## src/rtl/counter_updown_load.sv

```systemverilog
// counter_updown_load: loadable up/down counter with wrap/saturate and sticky overflow
module counter_updown_load #(
  parameter int WIDTH   = 4,
  parameter int MAX_VAL = 2**WIDTH-1
) (
  input  logic             clk,
  input  logic             rst_n,
  input  logic             en,
  input  logic             load,
  input  logic [WIDTH-1:0] d,
  input  logic             up,
  input  logic             sat,
  input  logic             ovf_clr,
  output logic [WIDTH-1:0] q,
  output logic             tc,
  output logic             ovf
);
  localparam logic [WIDTH-1:0] MAX = WIDTH'(MAX_VAL);
  logic             at_max, at_zero, boundary;
  logic [WIDTH-1:0] q_next;
  // Boundary detection and next count; compares against MAX so no reliance on 2**WIDTH rollover
  always_comb begin
    at_max   = q == MAX;
    at_zero  = q == '0;
    tc       = up ? at_max : at_zero;
    boundary = !load && en && tc;
    q_next   = load ? (d > MAX ? MAX : d) :
               !en  ? q :
               up   ? (at_max  ? (sat ? q : '0)  : q + 1'b1) :
                      (at_zero ? (sat ? q : MAX) : q - 1'b1);
  end
  // Count register and sticky overflow; a boundary event beats a simultaneous clear
  always_ff @(posedge clk or negedge rst_n) begin
    if (!rst_n) begin
      q   <= '0;
      ovf <= 1'b0;
    end else begin
      q   <= q_next;
      ovf <= boundary | (ovf & !ovf_clr);
    end
  end
endmodule
```

## config.mk

```make
export PLATFORM = sky130hd
export DESIGN_NAME = counter_updown_load
export DESIGN_NICKNAME = d
export VERILOG_FILES = /design/src/rtl/counter_updown_load.sv
export SDC_FILE = /design/constraint.sdc
export NUM_CORES = 1
export LEC_CHECK = 0
export ABC_AREA = 0
export BUFFER_PORTS_ARGS = -buffer_cell sky130_fd_sc_hd__buf_2
export CAP_MARGIN = 30
export CELL_PAD_IN_SITES_DETAIL_PLACEMENT = 1
export CELL_PAD_IN_SITES_GLOBAL_PLACEMENT = 1
export CORE_AREA = 8 8 45 47
export CTS_CLUSTER_SIZE = 20
export DETAILED_ROUTE_END_ITERATION = 10
export DIE_AREA = 0 0 53 55
export PLACE_DENSITY_LB_ADDON = 0.1
export SLEW_MARGIN = 20
export SYNTH_ARGS = -nofsm -noshare
export SYNTH_HDL_FRONTEND = slang
export SYNTH_SLANG_ARGS = --single-unit
```

## constraint.sdc

```tcl
create_clock -name clk -period 6.2 [get_ports clk]
set_clock_uncertainty 0.2 [all_clocks]
set_input_delay 0.93 -clock clk [delete_from_list [all_inputs] [get_ports clk]]
set_output_delay 0.93 -clock clk [all_outputs]
set_load 0.02 [all_outputs]
```

==> parameters.txt <==
Parameter                              Value

Yosys
  Synth unique cells ... 24
  Syn Inst Count ... 43
  Area leader, netlist ... dfrtp_1
  Flop and latch count out of synthesis ... 5
  Sequential fraction of the synthesis area ... 0.288
  Area share of the largest cell type after synthesis ... 0.288
  Syn Std Cell Area ... 434 sq um
  Top cells by area, synth ... dfrtp_1 (29%), o311ai_2 (7.5%), inv_1 (6.1%), ha_1 (5.8%), buf_12 (4.6%)
  Syn nets ... 56
  Warning count from the yosys run ... 0
  Synthesized area per cell ... between 10 and 15 sq um

Die
  Row count ... 14
  Top-Level Pins ... 17
  Total core area ... approximately 1400 sq um
  Width of the chip ... 53 um
  Die Y ... 55 um
  DIE AREA ... 2920 sq um
  Initial core utilization ... 0.314

Clocking
  Number of levels in the clock H-tree ... 1
  Clock sink count ... 5
  Post-CTS resize count ... 0
  Hold-fix buffers, CTS ... 0
  Total clock buffers created by CTS ... 3
  Clock latency on the worst-skew pair ... about 0.23 ns
  TritonCTS clock tree ... yes
  CTS max path bufs ... 2
  Clock transition at the registers of the reported paths ... 0.04 ns
  Buffer cell driving the clock tree root ... clkbuf_4
  Number of buffers inserted by post-CTS setup repair ... 0

Final layout
  Total of fill cells in the finished design ... 175
  Signed area change from the synthesized netlist to the final layout ... 24.5%
  Final antenna diode count ... 0
  Number of non-filler instances in the completed layout ... 78
  Final design area excluding fillers ... 541 sq um
  Fraction of layout instances using a drive strength above 1 ... 0.419
  # nets final ... between 70 and 80

Placement
  Total placed instance area ... 514 sq um
  Number of placed instances, taps included ... 74
  Sum of net half-perimeters after detailed placement ... between 800 and 900 um
  Number of port buffers ... 16
  Placer Congestion ... 0.675

GRT
  Number of antenna violations at the first check in global routing ... 0
  Overall track demand over capacity in global routing ... 0.0778
  Maximum number of pins on one net before global-route repair ... 10
  Global-route wire length before repair ... 1.73 mm
  Number of global-route vias before repair ... 398
  Global route total overflow ... 0

Critical path
  Maximum fanout encountered on the critical timing path ... 8
  Sort of element at the start of the critical path ... register
  Max incr delay on CP ... 0.45 ns
  Worst-path cell chain ... inv_1, ha_1, or3b_4, o21ai_4, buf_2
  Cell with the largest stage delay on the worst path ... dfrtp_1
  Crit end category ... output port
  Data required time of the critical path ... 5.07 ns
  Critical path class ... reg -> out
  Endpoint arrival time on the critical path ... about 1.8 ns

STA
  Post-Route Setup TNS ... 0 ns
  RSZ-0062 raised after global routing ... false
  Final min period ... 2.97 ns
  Final Hold Viols ... 0
  Max Clk Rate ... 337 MHz
  Final setup violating endpoints ... 0
  Transition time at the pin with the least slew margin ... roughly 0.34 ns
  Count of final max-slew check failures ... 0
  Relative slew slack ... 0.770
  Share of the clock period used by the worst path ... 0.478
  Hold slack final ... 0.297 ns

Detailed routing
  Total Routed Length ... 1.10 mm
  Detail Route Antenna Nets ... 0
  Drt via density ... 4.99
  DR WL/cell ... approximately 14 um
  Iteration-0 DRC count of the detailed router ... 3
  Count of TritonRoute iterations in the first routing pass ... 3
  Via count ... just under 400
  Drt drc ... 0

Power
  Power, Total ... 132 uW
  Leakage ... 0.000260 uW
  Areal power density over the cells ... about 240 nW/um^2
  Worst ir drop on vdd ... 131 uV

Run status
  Run status ... complete, no violations

Hold path
  HP Class ... in -> async

Run
  Total of max-cap violations ... 0
==> synth_stat cells <==
cell type and instances:
a211oi_2 1, a21oi_1 3, a21oi_2 1, a31oi_1 1
a32o_1 1, a41oi_1 1, buf_12 1, dfrtp_1 5
ha_1 2, inv_1 7, mux2_4 1, mux2i_1 2
nand2_1 4, nand4_1 1, o2111ai_1 1, o211ai_1 1
o21ai_0 1, o21ai_1 1, o21ai_4 1, o21bai_1 1
o311ai_0 1, o311ai_2 2, or3b_4 1, xnor2_1 2
==> path summary, 6_finish.rpt <==
path	start	slack [ns]	endpoint	cells past startpoint
max	q[0]	3.23	tc	5
min	rst_n	0.30	q[1]	1
max reg2reg	q[0]	3.96	q[2]	7
min reg2reg	ovf	0.31	ovf	1
max in group asynchronous	rst_n	5.38	ovf	1
min in group clk	ovf	0.31	ovf	1
==> placed cells by master (no fill, tap or decap), drive strengths merged <==
cell type	instances
a41oi	1
a211oi	1
ha	2
xnor2	2
a31oi	1
inv	7
nand4	1
clkbuf	4
mux2	1
o311ai	3
nand2	4
o21ai	3
o21bai	1
o211ai	1
a32o	1
mux2i	2
dfrtp	5
or3b	1
a21oi	4
buf	16
o2111ai	1
==> cells by family (layout without fill, tap and decap cells) <==
| logic type | after synthesis | after routing | synth area share |
|---|---|---|---|
| compound gates | 17 | 17 | 0.352 |
| xor+xnor | 2 | 2 | 0.0404 |
| fa+ha+maj | 2 | 2 | 0.0576 |
| buf+inv | 8 | 27 | 0.107 |
| flops | 5 | 5 | 0.288 |
| mux | 3 | 3 | 0.0807 |
| simple gates | 6 | 6 | 0.0749 |
==> power breakdown <==
group | total [uW] | leakage (uW) | internal (uW) | switching [uW]
combinational | 51.1 | 0.000183 | 22.5 | 28.6
clock | 35.9 | 0.0000150 | 24.2 | 11.7
sequential | 45.0 | 0.0000616 | 37.1 | 7.88
==> metal layers <==
layer / GRT usage / part of all wire / vias up
li1: - / - / 199
met1: 0.0949 / 0.45 / 183
met2: 0.125 / 0.51 / 7
met3: 0.0267 / 0.039 / 0
met4: 0.0259 / 0 / 0
met5: 0 / 0 / -
==> through the flow <==
stage	util	worst slack [ns]
2_1_floorplan	-	3.63
3_3_place_gp	0.372	3.45
3_5_place_dp	0.372	3.47
4_1_cts	0.391	3.21
5_1_grt	0.391	3.12
6_report	0.391	3.23
==> critical path, delay by kind of cell (launching register included) <==
family	cells	cell delay (ns)
buffers and inverters	2	0.35
AO/OA/AOI/OAI	1	0.19
flip-flops	1	0.45
AND/OR/NAND/NOR	1	0.41
adder cells (fa/ha/maj)	1	0.21
==> cell type report <==
class | count | area [sq um] | area share
Sequential cell | 5 | 125 | 0.231
Multi-Input combinational cell | 30 | 263 | 0.486
Inverter | 7 | 26.3 | 0.0486
Timing Repair Buffer | 16 | 80.1 | 0.148
Clock buffer | 4 | 26.3 | 0.0486
Tap cell | 16 | 20.0 | 0.0370
==> flip-flops by register name (all words and copies together) (netlist names) <==
| register | flops |
|---|---|
| ovf | 1 |
| q | 4 |
Note: power is estimated with default switching activity, not from simulation.
